===== src/rtl/game_sequencer_if.sv =====
// Signal bundle between the game sequencer and its surroundings: frame and
// button/collision event inputs, plus the phase/status outputs for the SSD and datapath.
interface game_sequencer_if;
  // Event inputs (vsync, btn_start, hit, goal) carry no handshake: each is sampled
  // every clk and acted on in the cycle it is seen. Outputs are level-valid every cycle.
  logic       vsync;
  logic       btn_start;
  logic       hit;
  logic       goal;
  logic [3:0] state;
  logic [2:0] lives;
  logic [3:0] level;
  logic       play_en;
  logic       flash;
  logic       frame_tick;

  modport master (
    output vsync, btn_start, hit, goal,
    input  state, lives, level, play_en, flash, frame_tick
  );

  modport slave (
    input  vsync, btn_start, hit, goal,
    output state, lives, level, play_en, flash, frame_tick
  );
endinterface


===== src/rtl/game_sequencer.sv =====
// Game-flow controller: phase FSM, lives/level tracking and frame-timed phases.
// All outputs come straight from registers; state is exposed as the 4-bit phase code.
module game_sequencer #(
  parameter int LIVES_INIT   = 3,
  parameter int READY_FRAMES = 120,
  parameter int HIT_FRAMES   = 60,
  parameter int LVL_FRAMES   = 90,
  parameter int MAX_LEVEL    = 9,
  parameter int FCW          = 8
) (
  input logic            clk,
  input logic            rst_n,
  game_sequencer_if.slave bus
);

  typedef enum logic [3:0] {
    S_IDLE     = 4'd0,
    S_READY    = 4'd1,
    S_PLAY     = 4'd2,
    S_HIT      = 4'd3,
    S_LVLUP    = 4'd4,
    S_GAMEOVER = 4'd5,
    S_WIN      = 4'd6,
    S_PAUSE    = 4'd7
  } state_t;

  localparam logic [FCW-1:0] READY_LOAD = FCW'(READY_FRAMES - 1);
  localparam logic [FCW-1:0] HIT_LOAD   = FCW'(HIT_FRAMES - 1);
  localparam logic [FCW-1:0] LVL_LOAD   = FCW'(LVL_FRAMES - 1);
  localparam logic [2:0]     LIVES_RST  = 3'(LIVES_INIT);
  localparam logic [3:0]     MAX_LVL    = 4'(MAX_LEVEL);

  state_t         state_q, state_d;
  logic [FCW-1:0] cnt_q, cnt_d;
  logic [2:0]     lives_q, lives_d;
  logic [3:0]     level_q, level_d;
  logic           play_en_q, play_en_d;
  logic           flash_q, flash_d;
  logic           frame_tick_q;
  logic           vsync_q;
  logic           btn_s1, btn_s2, btn_s3;
  logic           start_p;

  // vsync idles high, so its history resets high to avoid a spurious tick after reset.
  assign start_p = btn_s2 & ~btn_s3;

  always_ff @(posedge clk or negedge rst_n) begin
    if (!rst_n) begin
      state_q      <= S_IDLE;
      cnt_q        <= '0;
      lives_q      <= LIVES_RST;
      level_q      <= 4'd1;
      play_en_q    <= 1'b0;
      flash_q      <= 1'b0;
      frame_tick_q <= 1'b0;
      vsync_q      <= 1'b1;
      btn_s1       <= 1'b0;
      btn_s2       <= 1'b0;
      btn_s3       <= 1'b0;
    end else begin
      state_q      <= state_d;
      cnt_q        <= cnt_d;
      lives_q      <= lives_d;
      level_q      <= level_d;
      play_en_q    <= play_en_d;
      flash_q      <= flash_d;
      frame_tick_q <= bus.vsync & ~vsync_q;
      vsync_q      <= bus.vsync;
      btn_s1       <= bus.btn_start;
      btn_s2       <= btn_s1;
      btn_s3       <= btn_s2;
    end
  end

  // Timed phases count down on frame_tick and leave after the tick that sees cnt==0.
  always_comb begin
    state_d = state_q;
    cnt_d   = cnt_q;
    lives_d = lives_q;
    level_d = level_q;
    case (state_q)
      S_IDLE: begin
        if (start_p) begin
          state_d = S_READY;
          lives_d = LIVES_RST;
          level_d = 4'd1;
          cnt_d   = READY_LOAD;
        end
      end
      S_READY: begin
        if (frame_tick_q) begin
          if (cnt_q == '0) state_d = S_PLAY;
          else             cnt_d   = cnt_q - 1'b1;
        end
      end
      S_PLAY: begin
        if (bus.hit) begin
          lives_d = lives_q - 3'd1;
          if (lives_q == 3'd1) begin
            state_d = S_GAMEOVER;
          end else begin
            state_d = S_HIT;
            cnt_d   = HIT_LOAD;
          end
        end else if (bus.goal) begin
          if (level_q == MAX_LVL) begin
            state_d = S_WIN;
          end else begin
            level_d = level_q + 4'd1;
            state_d = S_LVLUP;
            cnt_d   = LVL_LOAD;
          end
        end else if (start_p) begin
          state_d = S_PAUSE;
        end
      end
      S_HIT: begin
        if (frame_tick_q) begin
          if (cnt_q == '0) state_d = S_PLAY;
          else             cnt_d   = cnt_q - 1'b1;
        end
      end
      S_LVLUP: begin
        if (frame_tick_q) begin
          if (cnt_q == '0) begin
            state_d = S_READY;
            cnt_d   = READY_LOAD;
          end else begin
            cnt_d = cnt_q - 1'b1;
          end
        end
      end
      S_PAUSE: begin
        if (start_p) state_d = S_PLAY;
      end
      S_GAMEOVER, S_WIN: begin
        if (start_p) state_d = S_IDLE;
      end
      default: state_d = S_IDLE;
    endcase
  end

  // Outputs are decoded from next-state values so their registers line up with state_q.
  always_comb begin
    play_en_d = (state_d == S_PLAY) || (state_d == S_HIT);
    flash_d   = (state_d == S_HIT) && cnt_d[2];
  end

  assign bus.state      = state_q;
  assign bus.lives      = lives_q;
  assign bus.level      = level_q;
  assign bus.play_en    = play_en_q;
  assign bus.flash      = flash_q;
  assign bus.frame_tick = frame_tick_q;

endmodule


===== src/flat_wrapper.sv =====
// flat-port wrapper written by rule: the top's interface ports become plain ports
module game_sequencer_flat 
#(
  parameter int LIVES_INIT   = 3,
  parameter int READY_FRAMES = 120,
  parameter int HIT_FRAMES   = 60,
  parameter int LVL_FRAMES   = 90,
  parameter int MAX_LEVEL    = 9,
  parameter int FCW          = 8
)
  (clk, rst_n, bus_vsync, bus_btn_start, bus_hit, bus_goal, bus_state, bus_lives, bus_level, bus_play_en, bus_flash, bus_frame_tick);
  game_sequencer_if bus_i ();
  input logic clk;
  input logic rst_n;
  input wire logic [$bits(bus_i.vsync)-1:0] bus_vsync;
  input wire logic [$bits(bus_i.btn_start)-1:0] bus_btn_start;
  input wire logic [$bits(bus_i.hit)-1:0] bus_hit;
  input wire logic [$bits(bus_i.goal)-1:0] bus_goal;
  output wire logic [$bits(bus_i.state)-1:0] bus_state;
  output wire logic [$bits(bus_i.lives)-1:0] bus_lives;
  output wire logic [$bits(bus_i.level)-1:0] bus_level;
  output wire logic [$bits(bus_i.play_en)-1:0] bus_play_en;
  output wire logic [$bits(bus_i.flash)-1:0] bus_flash;
  output wire logic [$bits(bus_i.frame_tick)-1:0] bus_frame_tick;
  assign bus_i.vsync = bus_vsync;
  assign bus_i.btn_start = bus_btn_start;
  assign bus_i.hit = bus_hit;
  assign bus_i.goal = bus_goal;
  assign bus_state = bus_i.state;
  assign bus_lives = bus_i.lives;
  assign bus_level = bus_i.level;
  assign bus_play_en = bus_i.play_en;
  assign bus_flash = bus_i.flash;
  assign bus_frame_tick = bus_i.frame_tick;
  game_sequencer #(.LIVES_INIT(LIVES_INIT), .READY_FRAMES(READY_FRAMES), .HIT_FRAMES(HIT_FRAMES), .LVL_FRAMES(LVL_FRAMES), .MAX_LEVEL(MAX_LEVEL), .FCW(FCW)) u_core (.clk(clk), .rst_n(rst_n), .bus(bus_i));
endmodule

===== config.mk =====
export PLATFORM = sky130hd
export DESIGN_NAME = game_sequencer_flat
export DESIGN_NICKNAME = d
export VERILOG_FILES = /design/src/rtl/game_sequencer_if.sv /design/src/rtl/game_sequencer.sv /design/src/flat_wrapper.sv
export SDC_FILE = /design/constraint.sdc
export NUM_CORES = 1
export LEC_CHECK = 0
export CORE_AREA = 2 2 59 61
export CTS_CLUSTER_DIAMETER = 80
export DETAILED_ROUTE_END_ITERATION = 8
export DIE_AREA = 0 0 61 63
export GPL_ROUTABILITY_DRIVEN = 0
export PLACE_DENSITY = 0.73
export SETUP_SLACK_MARGIN = 0.4
export SYNTH_ARGS = -nofsm -noshare
export SYNTH_HDL_FRONTEND = slang
export SYNTH_SLANG_ARGS = --single-unit

===== constraint.sdc =====
create_clock -name clk -period 2.8 [get_ports clk]
set_input_delay 0.7 -clock clk [delete_from_list [all_inputs] [get_ports clk]]
set_output_delay 0.7 -clock clk [all_outputs]
set_load 0.02 [all_outputs]

Word-level counts from Yosys, hierarchy flattened
Index checks and enable logic that the tools add are counted.
{"block": "word_totals", "register_bits": 26, "in_bits": 6, "output_inout_bits": 14, "wordCells": 83}
{"block": "classes", "addsub": 3, "n_eq_ne": 22, "n_mux": 31, "bitwise": 4, "reduce_logical": 11}
{"cell": "$mux W8", "n": 9}
{"cell": "$mux W4", "n": 14}
{"cell": "$pmux W8 S4", "n": 1}
{"cell": "$pmux W4 S6", "n": 1}
{"cell": "$eq A4 B2 Y1 const B", "n": 4}
{"cell": "$eq A4 B3 Y1 const B", "n": 4}
{"cell": "$ne A2 B2 Y1 const B", "n": 5}
{"cell": "$mux W3", "n": 3}
{"cell": "$ne A3 B3 Y1 const B", "n": 3}
{"cell": "$logic_not A8 Y1", "n": 1}
{"cell": "$pmux W4 S2", "n": 1}
{"cell": "$reduce_and A8 Y1", "n": 1}
{"cell": "$sub A8 B1 Y8 const B", "n": 1}
{"cell": "$ne A2 B1 Y1 const B", "n": 3}
{"cell": "$pmux W3 S2", "n": 1}
{"cell": "$reduce_and A5 Y1", "n": 1}
{"cell": "$add A4 B1 Y4 const B", "n": 1}
{"cell": "$eq A4 B1 Y1 const B", "n": 1}
{"cell": "$eq A4 B4 Y1 const B", "n": 1}
{"cell": "$logic_not A4 Y1", "n": 1}
{"cell": "$reduce_bool A4 Y1", "n": 1}
{"cell": "$reduce_or A2 Y1", "n": 2}
{"cell": "$eq A3 B1 Y1 const B", "n": 1}
{"cell": "$reduce_and A3 Y1", "n": 1}
{"cell": "other kinds (7)", "n": 9}

Depth between registers and ports, before layout
Gate-level depths: netlist of run 1.
{"block": "logic_depth", "depth_word": 8, "mapped_depth": 7}

Least setup slack after synthesis of run 1
OpenSTA, ideal clock, no wires.
{"block": "synth_timing", "path_kind": "reg2reg", "start": "register u_core.cnt_q[0]", "end": "register u_core.cnt_q[5]", "arrival_ns": 1.866, "slack_ns": 0.795, "path_stages_with_launch": 8, "path_buffers": 0, "synth_period_minus_slack_ns": 2.005, "path_cell_list": "dfrtp_1 -> inv_1 -> ha_1 -> nor4b_4 -> a21oi_2 -> o221ai_2 -> a41oi_1 -> or4_1"}
{"block": "synth_via", "elab_chain_len": 4, "elab_cells_between_ends": 9}
{"item": "from (decl)", "line": "game_sequencer.sv:34", "source": "logic [FCW-1:0] cnt_q, cnt_d;"}
{"item": "from (signal assigned)", "line": "game_sequencer.sv:62", "source": "cnt_q <= cnt_d;"}
{"item": "$sub A8 B1 Y8 or $logic_not A8 Y1 (tied branches)"}
{"item": "$mux W8 (on tied branches)", "line": "game_sequencer.sv:125, game_sequencer.sv:92, game_sequencer.sv:119"}
{"item": "$mux W8 (on tied branches)", "line": "game_sequencer.sv:124, game_sequencer.sv:118"}
{"item": "$pmux W8 S4", "line": "game_sequencer.sv:81", "source": "case (state_q)"}
Parallel ways exist; a longest one is shown, timed or not. The select of a mux whose other input is x is not followed.
A chain may end at the register's enable or synchronous reset.

Worst setup path after layout of run 1
{"block": "layout_timing", "start": "register u_core.state_q[2] (netlist: u_core.bus.state[2])", "end": "output port bus_state[2]"}
{"item": "from (decl)", "line": "game_sequencer.sv:33", "source": "state_t state_q, state_d;"}
{"item": "from (signal assigned)", "line": "game_sequencer.sv:61", "source": "state_q <= state_d;"}
{"item": "to (decl)", "line": "flat_wrapper.sv:19", "source": "output wire logic [$bits(bus_i.state)-1:0] bus_state;"}
No word-level cell between the ends.

==> metrics.cfg, run 1 <==
[status]
outcome=finished, final reports clean

[clock_network]
clk_transition_reported_paths_ns=0.14
clock_tree.buffer_depth=2
clock_tree.root_cell=sky130_fd_sc_hd__clkbuf_4
h-tree-depth=1
tritoncts=yes
tritoncts.num_buffers=3
clk_latency_ns=0.33
cts_sinks=26

[synth]
post_synth_inst_count=160
synthArstFlopShare=1.00
synth_common_cells=22 x sky130_fd_sc_hd__dfrtp_1, 17 x sky130_fd_sc_hd__nor2_1, 11 x sky130_fd_sc_hd__inv_1, 11 x sky130_fd_sc_hd__nand2_1, 9 x sky130_fd_sc_hd__nand3_1
synth_sequential_area_ratio=0.424
dominantRegCellSynth=sky130_fd_sc_hd__dfrtp_1
mappedNetlistArea_um2=1550
ys_types=54
syn_warnings=0
postSynthAreaPerCell_um2=9.67
synthesis.nets=172
yosys.area.top_type=sky130_fd_sc_hd__dfrtp_1
synth_edf_count=0
synth.ff_latch_count=26
yosysMostFrequentCell=sky130_fd_sc_hd__dfrtp_1
synth_top_cells_by_area=sky130_fd_sc_hd__dfrtp_1 36%, sky130_fd_sc_hd__dfstp_2 6.8%, sky130_fd_sc_hd__ha_1 4.9%
synth_top_area_frac=0.356

[worst_setup_path]
setup.worst_path.end_class=output pin
critical_path_class=reg -> out
timing.critical_path.required_ns=2.10
worstPathBufferInverterCount=1
cpLargestDelayFamily=buffers and inverters
critPathArrivalTime_ns=1.64
timing.critical_path.slowest_stage_cell=sky130_fd_sc_hd__clkdlybuf4s50_1
worst_setup_path_start_kind=flip-flop
crit_chain=clkdlybuf4s50_1
crit_fanout=11
critical_path.max_stage_delay_ns=0.70

[final_layout]
drive_gt1_frac=0.127
area_growth_pct=19.0
layout.nets=194
insertedDiodeCount=0
finish.utilization=0.570

[die]
initial_utilization=0.479
die_area_um2=3840
num_rows=21
die_width_um=61
floorplan.io_pins=20
dieHeight_um=63
design.core.area_um2=3230

[drt]
route.detailed.drc=0
drt_pass1_iterations=4
drt_iter0_drc=63
final_antenna_net_count=0
post_drt_wl_per_cell_um=14.7
finalWirelength_mm=3.33
via_count=1299
via_per_inst=5.72

[global_route]
grt_antenna_before_repair=0
grt_max_degree=27
first_global_vias=1237
globalRoute.totalOverflow=0
grt_util_all_layers=0.188
grt_pass1_wl_mm=5.49

[timing]
slew_violations=0
timing.final.setup_violations=0
max_slew_margin=0.671
period_needed_ns=2.34
grt_setup_unrepaired=false
final_worst_setup_slack_ns=0.457
whs_ns=0.371
finClkSkew_ns=0.00213
setup_total_negative_slack_ns=0
timing.final.hold_violations=0
achievable_freq_ghz=0.427
worstMarginPinSlew_ns=0.489
timing.final.crit_share=0.837

[power]
p_total_uw=864
power.ir.vdd_worst_v=0.000393
power_leakage_nw=0.787
powerDensity_nw_per_um2=469

[placed_design]
io_buffers=19
pre_cts_slack_ns=0.311
place_hpwl_mm=2.43

[job]
drv_cap=0

[min_path]
hp-class=reg -> reg

[placed cells by master (no fill, tap or decap), types with 3 or more instances in the layout]
master                             n
sky130_fd_sc_hd__nor4_1            3
sky130_fd_sc_hd__and2_1            3
sky130_fd_sc_hd__nor2b_1           3
sky130_fd_sc_hd__nand2_1          11
sky130_fd_sc_hd__clkdlybuf4s50_1  19
sky130_fd_sc_hd__dfstp_2           4
sky130_fd_sc_hd__nand3_1           9
sky130_fd_sc_hd__nand4_1           3
sky130_fd_sc_hd__dfrtp_1          21
sky130_fd_sc_hd__ha_1              6
sky130_fd_sc_hd__buf_4             3
sky130_fd_sc_hd__clkbuf_4          3
sky130_fd_sc_hd__a21oi_1           6
sky130_fd_sc_hd__nor2_1           17
sky130_fd_sc_hd__o21ai_0           4
sky130_fd_sc_hd__nand2b_1          5
sky130_fd_sc_hd__inv_1            11
sky130_fd_sc_hd__xor2_1            3
[repair_timing]
| action | 4_1_cts | 5_1_grt |
|---|---|---|
| gates resized for setup | 0 | 1 |
| buffers inserted | 0 | 2 |
| hold buffers | 0 | 0 |
| setup endpoints to repair | 0 | 2 |
[stage by stage]
stage / std cells / cell area (um2)
2_1_floorplan: 160 / 1550
3_3_place_gp: 221 / 1770
3_5_place_dp: 221 / 1770
4_1_cts: 225 / 1830
5_1_grt: 227 / 1840
6_report: 227 / 1840
[registers in the layout (all words and copies together) (netlist names), 3 cells and up]
register          flops
u_core.cnt_q          8
u_core.bus.level      4
u_core.bus.state      4
u_core.bus.lives      3
[worst paths after layout]
path | start | to | slack [ns] | depth (start not counted)
max in group asynchronous | rst_n | u_core.bus.lives[0] | 1.80 | 2
setup reg to reg | u_core.bus.state[2] | u_core.cnt_q[1] | 0.52 | 5
min in group asynchronous | rst_n | u_core.cnt_q[5] | 0.71 | 2
setup / recovery | u_core.bus.state[2] | bus_state[2] | 0.46 | 1
hold / removal | u_core.btn_s1 | u_core.btn_s2 | 0.37 | 0
hold reg to reg | u_core.btn_s1 | u_core.btn_s2 | 0.37 | 0
[logic make-up (layout without fill, tap and decap cells)]
kind of cell    Yosys count  after routing  synth area share
compound gates           37             37             0.185
xor+xnor                  3              3            0.0170
fa+ha+maj                 6              6            0.0485
buf+inv                  16             37            0.0461
flops                    26             26             0.424
mux                       3              3            0.0210
other cells               1              1           0.00242
simple gates             68             68             0.256
[power breakdown]
group | internal (mW) | switching, mW | total [mW] | leakage, nW
sequential | 0.403 | 0.0494 | 0.453 | 0.320
combinational | 0.0710 | 0.0812 | 0.152 | 0.439
clock | 0.145 | 0.114 | 0.259 | 0.0279
[layout make-up]
cell class              instances  area [um2]
fillers                       287        1390
multi-input cells             118         821
flip-flops and latches         26         657
repair buffers                 22         213
well taps                      46        57.6
inverters                      11        41.3
clock inverters                 1        30.0
clock buffers                   3        22.5
[routing by layer]
layer,wire length (um),GRT usage,vias up
li1,-,-,629
met1,1560,0.253,625
met2,1560,0.297,38
met3,139,0.0269,7
met4,68,0.0761,0
met5,0,0,-
No activity file was read; power rests on OpenSTA's default activity.
==> run 2, diff against run 1 <==
==> constraint.sdc (replaced) <==
create_clock -name clk -period 2.2 [get_ports clk]
set_input_delay 0.55 -clock clk [delete_from_list [all_inputs] [get_ports clk]]
set_output_delay 0.55 -clock clk [all_outputs]
set_load 0.02 [all_outputs]
==> metrics.cfg, run 2 (synthesis gave the netlist of run 1 again) <==
[clock_network]
clock_tree.root_cell=sky130_fd_sc_hd__clkbuf_4
tritoncts.num_buffers=3  ; unchanged
clk_latency_ns=0.34  ; about the same
clock_tree.buffer_depth=2  ; unchanged
clk_transition_reported_paths_ns=0.16  ; +0.02 ns
h-tree-depth=1  ; unchanged
tritoncts=yes
cts_sinks=26  ; unchanged
post_cts_hold_buffer_count=0  ; unchanged

[placed_design]
place_hpwl_mm=2.64  ; +8.5%
io_buffers=19  ; unchanged
place.detailed.instances=228  ; +3.2%

[timing]
timing.final.crit_share=0.888
timing.final.setup_violations=0  ; unchanged
period_needed_ns=1.95
slew_violations=0  ; unchanged
timing.final.hold_violations=0  ; unchanged
finClkSkew_ns=0.0144  ; +0.0122 ns
whs_ns=0.374  ; +0.00321 ns
setup_total_negative_slack_ns=0  ; unchanged
grt_setup_unrepaired=true
achievable_freq_ghz=0.512

[worst_setup_path]
crit_fanout=10  ; -1
setup.worst_path.end_class=flip-flop
worstRegToRegCells=7  ; +2
timing.critical_path.required_ns=2.42  ; +0.32 ns
critPathArrivalTime_ns=2.17  ; +0.53 ns
worst_setup_path_start_kind=flip-flop
critical_path_class=reg -> reg

[final_layout]
regMostFlops=u_core.cnt_q
layout.nets=228  ; +18%
insertedDiodeCount=0  ; unchanged
flip_flop_count_of_the_largest_register_after_layout=8  ; unchanged
layout_common_cells=32 x sky130_fd_sc_hd__buf_4, 17 x sky130_fd_sc_hd__dfrtp_1, 14 x sky130_fd_sc_hd__nor2_1, 11 x sky130_fd_sc_hd__nand2_1, 9 x sky130_fd_sc_hd__inv_1
drive_gt1_frac=0.419  ; +0.292
layout.cells.most_common=sky130_fd_sc_hd__buf_4
finish.utilization=0.703  ; +0.133
area_growth_pct=46.8
layoutNonFillerInstCount=261  ; +15%

[global_route]
grt_util_all_layers=0.249  ; +0.0610
grt_antenna_before_repair=0  ; unchanged
globalRoute.totalOverflow=0  ; unchanged
first_global_vias=1506  ; +22%
grt_max_degree=27  ; unchanged
grt_pass1_wl_mm=7.22  ; +32%

[die]
num_rows=21  ; unchanged
initial_utilization=0.479  ; unchanged
dieHeight_um=63  ; unchanged
die_width_um=61  ; unchanged
floorplan.io_pins=20  ; unchanged
die_area_um2=3840  ; unchanged
design.core.area_um2=3230  ; unchanged

[drt]
final_antenna_net_count=0  ; unchanged
via_per_inst=6.03  ; +5.3%
drt_iter0_drc=159  ; +150%
post_drt_wl_per_cell_um=17.9  ; +22%
via_count=1573  ; +21%
route.detailed.drc=0  ; unchanged
finalWirelength_mm=4.67  ; +40%
drt_pass1_iterations=5  ; +1

[power]
power.ir.vdd_worst_v=0.000569  ; +45%
pwr-share-comb=0.271  ; +0.095
switching_share=0.306  ; +0.0229
p_int_uw=862  ; +39%
power.switching_uw=380  ; +56%
share_seq_of_total_power=0.455  ; -0.069
clock_power_share=0.274  ; -0.025
powerDensity_nw_per_um2=547  ; +17%
power_leakage_nw=1.04  ; +33%

[job]
drv_cap=0  ; unchanged

[status]
outcome=finished, final reports clean

[min_path]
min_path_cells=0  ; unchanged
hp-class=reg -> reg

==> run 2: cell types whose count changed in the layout (fill, tap and decap cells not counted), moves of 3 or more <==
cell,change
sky130_fd_sc_hd__dfrtp_1,-4
sky130_fd_sc_hd__clkdlybuf4s50_1,-14
sky130_fd_sc_hd__buf_6,+4
sky130_fd_sc_hd__buf_4,+29
sky130_fd_sc_hd__dfrtp_2,+4
sky130_fd_sc_hd__nor2_1,-3
sky130_fd_sc_hd__dlygate4sd2_1,+8
==> run 2: what timing repair did <==
item | in CTS | in global routing
pin swaps | 7 | 7
setup endpoints to repair | 25 | 21
setup buffers | 23 | 6
gates resized for setup | 30 | 25
==> run 2: power by group through the flow <==
stage	Sequential (mW)	Clock [mW]	Combinational, mW
after floorplan	0.565	0	0.152
after global placement	0.577	0	0.211
after detailed placement	0.579	0	0.217
after CTS	0.565	0.350	0.279
after global routing	0.569	0.372	0.357
final	0.565	0.340	0.337
==> run 2: stage by stage <==
stage / setup WS [ns] / area [um2] / total power, mW
finish: 0.246 / 2270 / 1.24
global route: 0.161 / 2270 / 1.30
CTS: 0.170 / 2140 / 1.19
detailed placement: 0.0256 / 1860 / 0.795
global placement: 0.0448 / 1860 / 0.788
floorplan: 0.330 / 1590 / 0.717
==> run 2: final timing paths <==
kind	from	endpoint	slack [ns]
worst max-delay path	u_core.bus.state[1]	u_core.cnt_q[5]	0.25
worst min-delay path	u_core.btn_s1	u_core.btn_s2	0.37
worst max register to register	u_core.bus.state[1]	u_core.cnt_q[5]	0.25
worst min register to register	u_core.btn_s1	u_core.btn_s2	0.37
max in group asynchronous	rst_n	u_core.vsync_q	1.34
min in group asynchronous	rst_n	u_core.bus.lives[2]	0.55
==> run 2: area by class of cell <==
cell class	instances	area, um2
inverters	11	41.3
fillers	225	960
clock buffers	3	22.5
repair buffers	56	480
multi-input cells	118	978
clock inverters	1	30.0
flip-flops and latches	26	662
well taps	46	57.6
==> run 2: layer usage <==
metal | share of wire | global-route usage | vias up | wire length [um]
met5 | 0 | 0 | - | 0
met4 | 0.041 | 0.109 | 0 | 193
met3 | 0.075 | 0.0331 | 25 | 352
met2 | 0.48 | 0.392 | 92 | 2240
met1 | 0.40 | 0.334 | 764 | 1890
li1 | - | - | 692 | -
==> run 2: worst max-delay path, cell delays in order (launching register included) <==
cell	delay, ns
sky130_fd_sc_hd__dfrtp_2	0.46
sky130_fd_sc_hd__buf_12	0.15
sky130_fd_sc_hd__nor4b_4	0.14
sky130_fd_sc_hd__and2_1	0.18
sky130_fd_sc_hd__buf_4	0.15
sky130_fd_sc_hd__nand2_1	0.15
sky130_fd_sc_hd__nand2_1	0.10
sky130_fd_sc_hd__or4_1	0.50
==> run 3, diff against run 2 <==
--- a/config.mk
+++ b/config.mk
@@ -5,12 +5,13 @@
 export SDC_FILE = /design/constraint.sdc
 export NUM_CORES = 1
 export LEC_CHECK = 0
-export CORE_AREA = 2 2 59 61
+export CORE_AREA = 4 4 61 63
 export CTS_CLUSTER_DIAMETER = 80
 export DETAILED_ROUTE_END_ITERATION = 8
-export DIE_AREA = 0 0 61 63
+export DIE_AREA = 0 0 65 67
+export DONT_BUFFER_PORTS = 1
 export GPL_ROUTABILITY_DRIVEN = 0
-export PLACE_DENSITY = 0.73
+export PLACE_DENSITY = 0.65
 export SETUP_SLACK_MARGIN = 0.4
 export SYNTH_ARGS = -nofsm -noshare
 export SYNTH_HDL_FRONTEND = slang
==> metrics.cfg, run 3 (synthesis gave the netlist of run 1 again) <==
[clock_network]
cts_sinks=26  ; unchanged
clk_transition_reported_paths_ns=0.15  ; about the same
h-tree-depth=1  ; unchanged
clk_latency_ns=0.33  ; about the same
clock_tree.buffer_depth=2  ; unchanged
tritoncts.num_buffers=3  ; unchanged
clock_tree.root_cell=sky130_fd_sc_hd__clkbuf_4
tritoncts=yes

[worst_setup_path]
timing.critical_path.required_ns=2.41  ; about the same
setup.worst_path.end_class=flip-flop
worst_setup_path_start_kind=flip-flop
critical_path_class=reg -> reg
crit_fanout=4  ; -6
worstPathBufferInverterCount=1  ; -1
timing.critical_path.slowest_stage_cell=sky130_fd_sc_hd__or4_1
r2r_end=u_core.cnt_q[5]
worstRegToRegCells=7  ; unchanged
crit_chain=inv_2 > ha_4 > nor4b_4 > a21oi_2 > o221ai_2 > a41oi_2 > or4_1
launch_point_of_the_worst_reg_to_reg_path=u_core.cnt_q[1]
critPathArrivalTime_ns=2.17  ; about the same
cpLargestDelayFamily=simple AND/OR/NAND/NOR gates
ff2ff_setup_slack_ns=0.24  ; about the same
critical_path.max_stage_delay_ns=0.48  ; -0.02 ns

[status]
outcome=finished, final reports clean

[final_layout]
insertedDiodeCount=0  ; unchanged
layout.cells.most_common=sky130_fd_sc_hd__buf_4
layout_common_cells=25 x sky130_fd_sc_hd__buf_4, 18 x sky130_fd_sc_hd__dfrtp_1, 14 x sky130_fd_sc_hd__nor2_1, 10 x sky130_fd_sc_hd__nand2_1, 8 x sky130_fd_sc_hd__inv_1
drive_gt1_frac=0.383  ; -0.0356
flip_flop_count_of_the_largest_register_after_layout=8  ; unchanged
area_growth_pct=26.2
regMostFlops=u_core.cnt_q
finish.utilization=0.604  ; -0.0987
layout.nets=201  ; -12%

[timing]
finClkSkew_ns=0.00432  ; -0.0101 ns
grt_setup_unrepaired=true
period_needed_ns=1.96  ; +0.00548 ns
worstMarginPinSlew_ns=0.956
timing.final.crit_share=0.891  ; +0.00249
timing.final.setup_violations=0  ; unchanged
final_worst_setup_slack_ns=0.241  ; -0.00548 ns
achievable_freq_ghz=0.510  ; -0.28%
slew_violations=0  ; unchanged
setup_total_negative_slack_ns=0  ; unchanged
timing.final.hold_violations=0  ; unchanged
max_slew_margin=0.361

[die]
die_width_um=65  ; +6.6%
num_rows=21  ; unchanged
die_area_um2=4360  ; +13%
dieHeight_um=67  ; +6.3%
floorplan.io_pins=20  ; unchanged
initial_utilization=0.479  ; unchanged
design.core.area_um2=3230  ; unchanged

[drt]
final_antenna_net_count=0  ; unchanged
drt_iter0_drc=93  ; -42%
finalWirelength_mm=4.01  ; -14%
drt_pass1_iterations=6  ; +1
via_per_inst=5.86  ; -2.8%
via_count=1371  ; -13%
route.detailed.drc=0  ; unchanged
post_drt_wl_per_cell_um=17.1  ; -4.4%

[power]
power_leakage_nw=0.845  ; -19%
power.ir.vdd_worst_v=0.000331  ; -42%
powerDensity_nw_per_um2=604  ; +11%

[global_route]
globalRoute.totalOverflow=0  ; unchanged
grt_util_all_layers=0.187  ; -0.0619
grt_pass1_wl_mm=6.35  ; -12%
grt_antenna_before_repair=0  ; unchanged
grt_max_degree=23  ; -15%
first_global_vias=1336  ; -11%

[placed_design]
place_hpwl_mm=2.60  ; -1.5%
io_buffers=0  ; -19
pre_cts_slack_ns=0.199  ; +0.174 ns

[job]
drv_cap=0  ; unchanged

[min_path]
hp-class=in -> async

run 3: cell count changes in the layout (fill, tap and decap cells not counted), sizes merged:
| cell | delta |
|---|---|
| buf | -9 |
| clkbuf | -2 |
| clkdlybuf4s15 | -3 |
| clkdlybuf4s50 | -5 |
| dlygate4sd2 | -8 |
| dlygate4sd3 | +1 |
| dlymetal6s2s | -1 |
run 3: layer usage:
layer,GRT usage,wire [um],vias up
met5,0,0,-
met4,0.0290,75,0
met3,0.0337,288,12
met2,0.327,1990,65
met1,0.244,1660,653
li1,-,-,641
run 3: how the worst max path moves through the flow:
stage,start,to,slack (ns),cells after the start
after detailed placement,u_core.cnt_q[0],u_core.cnt_q[6],0.20,7
after global placement,u_core.bus.lives[1],u_core.cnt_q[3],0.23,8
after global routing,u_core.cnt_q[1],u_core.bus.flash,0.15,8
final,u_core.cnt_q[1],u_core.cnt_q[5],0.24,7
after floorplan,u_core.cnt_q[0],u_core.cnt_q[5],0.33,7
after CTS,u_core.bus.lives[1],u_core.cnt_q[5],0.29,7
run 3: what timing repair did:
action / CTS / global route
setup endpoints to repair: 10 / 14
hold endpoints to repair: 22 / 0
gates resized for setup: 4 / 15
buffers inserted: 12 / 7
hold buffers: 1 / 0
pin swaps: 3 / 4
run 3: layout make-up:
| class | instances | area (um2) |
|---|---|---|
| Clock buffer | 3 | 22.5 |
| Timing Repair Buffer | 29 | 211 |
| Multi-Input combinational cell | 118 | 930 |
| Clock inverter | 1 | 30.0 |
| Fill cell | 273 | 1280 |
| Sequential cell | 26 | 661 |
| Tap cell | 46 | 57.6 |
| Inverter | 11 | 41.3 |
run 3: power by group:
group          internal, mW  switching, mW  leakage, nW
sequential            0.514         0.0556        0.316
combinational         0.132          0.143        0.501
clock                 0.184          0.151       0.0279
total                 0.830          0.350        0.845
run 3: metrics by stage:
step                      power, mW  std cells  cell area (um2)  hold WS [ns]
after detailed placement      0.770        210             1680         0.256
after global placement        0.768        210             1680         0.255
after CTS                      1.14        227             1840        0.0287
after floorplan               0.717        160             1590         0.254
after global routing           1.23        234             1950       0.00634
final                          1.18        234             1950        0.0361
